==> config.mk <==
export PLATFORM = sky130hd
export DESIGN_NAME = two_mode_timer_core
export DESIGN_NICKNAME = d
export VERILOG_FILES = /design/src/rtl/timer_pkg.sv /design/src/rtl/tick_prescaler.sv /design/src/rtl/two_mode_timer_core.sv
export SDC_FILE = /design/constraint.sdc
export NUM_CORES = 1
export LEC_CHECK = 0
export CAP_MARGIN = 20
export CELL_PAD_IN_SITES_DETAIL_PLACEMENT = 0
export CELL_PAD_IN_SITES_GLOBAL_PLACEMENT = 1
export CORE_UTILIZATION = 45
export CTS_CLUSTER_SIZE = 10
export DETAILED_ROUTE_END_ITERATION = 7
export PLACE_DENSITY_LB_ADDON = 0.1
export SYNTH_ARGS = -nofsm -noshare
export SYNTH_HDL_FRONTEND = slang
export SYNTH_HIERARCHICAL = 1
export SYNTH_SLANG_ARGS = --single-unit
==> constraint.sdc <==
create_clock -name Clk -period 3.41 [get_ports Clk]
set_clock_uncertainty 0.15 [all_clocks]
set_input_delay 0.5115 -clock Clk [delete_from_list [all_inputs] [get_ports Clk]]
set_output_delay 0.5115 -clock Clk [all_outputs]
set_load 0.02 [all_outputs]
==> src/rtl/timer_pkg.sv <==
// timer_pkg: shared state encoding, mode values and count limit for the two-mode timer.
package timer_pkg;
   typedef enum logic [1:0] {
      IDLE  = 2'd0,
      RUN   = 2'd1,
      PAUSE = 2'd2,
      DONE  = 2'd3
   } state_t;
   localparam logic MODE_UP   = 1'b0;
   localparam logic MODE_DOWN = 1'b1;
   localparam logic [7:0] MAX_COUNT_DEFAULT = 8'd99;
endpackage

==> src/rtl/tick_prescaler.sv <==
// tick_prescaler: free-running 0..PRESCALE-1 divider; Tick flags the terminal-count cycle so the
// consumer can register its own pulse and datapath update on the same edge.
module tick_prescaler #(
   parameter int PRESCALE = 4
) (
   input  logic Clk,
   input  logic Reset_n,
   input  logic Enable,
   input  logic SyncClear,
   output logic Tick
);
   localparam int W = $clog2(PRESCALE);
   logic [W-1:0] cnt;
   assign Tick = Enable && !SyncClear && cnt == W'(PRESCALE - 1);
   always_ff @(posedge Clk or negedge Reset_n) begin
      if (!Reset_n) cnt <= '0;
      else if (SyncClear) cnt <= '0;
      else if (Enable) cnt <= Tick ? '0 : cnt + 1'b1;
   end
endmodule

==> src/rtl/two_mode_timer_core.sv <==
// two_mode_timer_core: stopwatch (wrapping up-count) or countdown (expires at zero) timer core
// whose Count feeds an 8-bit binary-to-BCD converter, so it never exceeds MAX_COUNT.
module two_mode_timer_core
   import timer_pkg::*;
#(
   parameter int CLK_FREQ_HZ = 50000000,
   parameter int TICK_HZ     = 1,
   parameter int MAX_COUNT   = int'(MAX_COUNT_DEFAULT)
) (
   input  logic       Clk,
   input  logic       Reset_n,
   input  logic       Mode,
   input  logic       StartStop,
   input  logic       Clear,
   input  logic       Load,
   input  logic [7:0] LoadValue,
   output logic [7:0] Count,
   output logic       Running,
   output logic       Expired,
   output logic       TickOut
);
   localparam int PRESCALE = CLK_FREQ_HZ / TICK_HZ;
   localparam logic [7:0] MAX = 8'(MAX_COUNT);
   state_t state;
   logic mode_latched, tick, last_down;
   logic [7:0] load_val;
   assign load_val  = (LoadValue > MAX) ? MAX : LoadValue;
   assign last_down = mode_latched == MODE_DOWN && Count <= 8'd1;
   assign Running   = state == RUN;
   assign Expired   = state == DONE;
   // IDLE/DONE keep the prescaler at zero so every fresh start gets a full first period
   tick_prescaler #(.PRESCALE(PRESCALE)) u_prescaler (
      .Clk      (Clk),
      .Reset_n  (Reset_n),
      .Enable   (state == RUN),
      .SyncClear(Clear || state == IDLE || state == DONE),
      .Tick     (tick)
   );
   always_ff @(posedge Clk or negedge Reset_n) begin
      if (!Reset_n) begin
         state        <= IDLE;
         Count        <= 8'd0;
         mode_latched <= MODE_UP;
         TickOut      <= 1'b0;
      end else begin
         TickOut <= tick;
         if (state == IDLE) mode_latched <= Mode;
         if (Clear) begin
            state <= IDLE;
            Count <= 8'd0;
         end else if (Load && state != RUN) begin
            state <= (state == DONE) ? IDLE : state;
            Count <= load_val;
         end else begin
            case (state)
               IDLE:  if (StartStop && !(Mode == MODE_DOWN && Count == 8'd0)) state <= RUN;
               RUN: begin
                  if (tick)
                     Count <= (mode_latched == MODE_DOWN) ? (last_down ? 8'd0 : Count - 8'd1)
                                                          : ((Count >= MAX) ? 8'd0 : Count + 8'd1);
                  if (tick && last_down) state <= DONE;
                  else if (StartStop) state <= PAUSE;
               end
               PAUSE: if (StartStop) state <= RUN;
               default: ;
            endcase
         end
      end
   end
endmodule

==> flow_metrics.py <==
metrics = {
    "timing": {
        "period_share": 0.8640,
        "setup_ws_ns": 0.4639,
        "worst_pin_slew_ns": 0.9495,
        "drv_slew": 0,
        "min_period_ns": 2.946,
        "rsz0062_at_grt": "no",
        "fin_tns_setup_ns": 0,
        "max_freq_mhz": 339.4,
        "maxSlewHeadroom": 0.3650,
        "setup_viol": 0,
        "hold_viol": 0,
    },
    "setup_path": {
        "rr_startpoint": "u_prescaler/cnt[8]",
        "critPathMaxFanout": 9,
        "crit_end": "Count[3]",
        "regToRegSetupSlack_ns": 0.46,
        "reg2reg_depth": 9,
        "slowest_delay_ns": 0.55,
        "worstPathArrival_ns": 3.02,
        "path_depth": 9,
        "cp_num_buf_inv": 1,
        "cp_top_family": "simple AND/OR/NAND/NOR gates",
        "timing.rr.end": "Count[3]",
        "critPathLaunch": "u_prescaler/cnt[8]",
        "critical_path_required_ns": 3.48,
        "endpoint_kind": "flop",
        "crit_chain": "or4_4 > nor2_1 > nand4_1 > nor2_1 > nor4bb_1 > a31oi_1 > buf_4 > o41ai_1 > a22o_1",
        "slowest_stage": "or4_4",
        "cp_common_cell": "nor2_1",
        "critPathLaunchType": "flop",
        "critPathKind": "flop to flop",
    },
    "logic_synthesis": {
        "yosys_warnings": 6,
        "ys.flop_type": "dfrtp_1",
        "synth_seq_area_share": 0.3364,
        "async_reset_ff_frac": 1.000,
        "postSynthAreaPerCell_um2": 8.860,
        "synth_edf_count": 0,
        "synthesis.area_mm2": 0.002826,
        "synth_cell_types": 66,
        "syn_inst": 319,
        "syn_nets": 339,
        "ys_seq_elements": 38,
    },
    "global_routing": {
        "grt_pass1_wl_um": 12930,
        "antenna_found_initial": 0,
        "grt_overflow": 0,
        "grt_max_degree": 39,
        "track_usage": 0.2562,
        "grt_pass1_vias": 2551,
    },
    "cells_and_area": {
        "final_nets": 362,
        "antenna_cells": 0,
        "nFillCells": 575,
        "syn2layout_area_growth_pct": 13.46,
        "drive_above_1_share": 0.09038,
        "ff_latch_area_um2": 950.9,
        "fin_cells": 418,
        "multi_input_area_mm2": 0.001689,
    },
    "cts": {
        "clock_sinks": 38,
        "clockBufferDepth": 2,
        "cts.repair.resized": 0,
        "clkLatencyLatePin_ns": 0.29,
        "cts_buffers": 5,
        "cts_tree": "yes",
        "root_buffer": "clkbuf_8",
        "postCtsSetupBuffers": 0,
        "cts_hold_buf": 0,
        "path_clk_slew_ns": 0.09,
        "cts_max_level": 2,
    },
    "drt": {
        "drtAntennaViolNets": 0,
        "vias_per_cell": 6.462,
        "drc": 0,
        "routed-wl-met2_um": 3792,
        "post_drt_wl_per_cell_um": 18.13,
        "wl_met1_um": 3483,
        "dr.max_layer_used": "met4",
        "firstDrtPassIters": 7,
        "wl_um": 7578,
        "drt_iter0_markers": 177,
        "vias": 2701,
        "met3_length_um": 264,
    },
    "job": {
        "drv_cap": 0,
    },
    "floorplan": {
        "start_util": 0.4718,
        "fp.coreArea_mm2": 0.005991,
        "num_rows": 28,
        "die_area_mm2": 0.006602,
        "io_pins": 25,
        "die_x_um": 81.25,
        "die_h_um": 81.25,
    },
    "placed_design": {
        "dpl.hpwl_um": 5203,
        "post-place-ws_ns": 0.4276,
        "placed_cells": 410,
        "gp_congestion": 0.8643,
        "portBuffers": 24,
    },
    "min_path": {
        "hold_path.class": "primary input to async pin",
    },
    "power_and_ir_drop": {
        "p_leak_uw": 0.001216,
        "power_density_mw_per_mm2": 356.2,
        "ir_drop_v": 0.0001637,
    },
    "run_status": {
        "status": "complete, no violations",
    },
}
==> area by class of cell <==
class                   instances  area share
clock inverters                 1    0.009364
clock buffers                   7     0.02380
well taps                      75     0.02926
repair buffers                 34     0.09676
flip-flops and latches         38      0.2965
multi-input cells             248      0.5267
inverters                      15     0.01756
==> per-stage QoR <==
stage	power, uW	util	cell area (um2)	hold slack [ns]
CTS	1154	0.5353	3207	0.2358
finish	1142	0.5353	3207	0.1969
detailed placement	762.6	0.5175	3100	0.3759
global placement	764.0	0.5175	3100	0.3567
global route	1201	0.5353	3207	0.2633
floorplan	667.6	-	2826	0.06591
==> cells in the mapped netlist (4+ instances only) <==
master,instances,area (um2)
clkbuf_1,8,30.03
nor3b_1,9,67.56
a31oi_1,5,31.28
inv_1,13,48.80
a21oi_1,15,75.07
nor2_1,21,78.83
nor3_1,19,95.09
dfrtp_1,38,950.9
nand4_1,11,68.82
o21ai_1,8,40.04
ha_1,6,75.07
nand2b_1,4,25.02
o311ai_0,4,35.03
a211o_1,4,35.03
a32o_1,10,100.1
nor4_1,4,25.02
and3_1,8,50.05
clkbuf_8,4,55.05
o21ai_0,12,60.06
nand2_1,21,78.83
and4_1,8,70.07
nand3_1,14,70.07
==> placed cells by master (no fill, tap or decap), drive strengths merged, types with 3 or more instances in the layout <==
| cell | n |
|---|---|
| and3 | 9 |
| nand2 | 21 |
| dfrtp | 38 |
| a221o | 3 |
| nand3 | 14 |
| a211o | 4 |
| xor2 | 3 |
| nor3 | 20 |
| a32o | 10 |
| mux2i | 3 |
| nand2b | 4 |
| o31ai | 3 |
| nand4 | 12 |
| inv | 13 |
| ha | 6 |
| nor3b | 9 |
| o21ai | 20 |
| nor2 | 21 |
| nor4 | 6 |
| a211oi | 3 |
| clkdlybuf4s50 | 23 |
| a32oi | 3 |
| buf | 11 |
| and4 | 8 |
| clkbuf | 7 |
| or3 | 4 |
| a22o | 3 |
| a21oi | 15 |
| a31oi | 6 |
| o311ai | 4 |
==> routing by layer <==
layer / vias to the layer above / global-route usage
met5: - / 0
met2: 71 / 0.4454
met1: 1328 / 0.3234
met3: 4 / 0.03820
li1: 1298 / -
met4: 0 / 0.08214
==> worst min-delay path by stage <==
stage	to	start	slack (ns)	cells after the start
final	u_prescaler/cnt[10]	Reset_n	0.20	1
after global routing	u_prescaler/cnt[10]	Reset_n	0.26	1
after floorplan	Count[0]	Reset_n	0.07	0
after CTS	u_prescaler/cnt[8]	Reset_n	0.24	1
after global placement	u_prescaler/cnt[18]	u_prescaler/cnt[18]	0.36	1
after detailed placement	u_prescaler/cnt[18]	u_prescaler/cnt[18]	0.38	1
==> kinds of logic after synthesis <==
logic type                 count (synthesis)  share of synthesized area
buffers and inverters                     33                    0.06729
and+or+nand+nor                          139                     0.2904
AOI/OAI and AO/OA                         93                     0.2453
muxes                                      5                    0.01859
xor gates and xnor gates                   5                    0.01550
adders and majority gates                  6                    0.02656
DFF                                       38                     0.3364
==> power by group <==
group | total (uW) | internal (uW) | switching (uW)
Clock | 387 | 219 | 168
Sequential | 496 | 461 | 34.3
Combinational | 259 | 105 | 154
Total | 1140 | 786 | 356
==> registers in the layout (all words and copies together) (netlist names) <==
signal / flops
u_prescaler/cnt: 26
mode_latched: 1
Count: 8
TickOut: 1
state: 2
(Power assumes the default switching activity.)
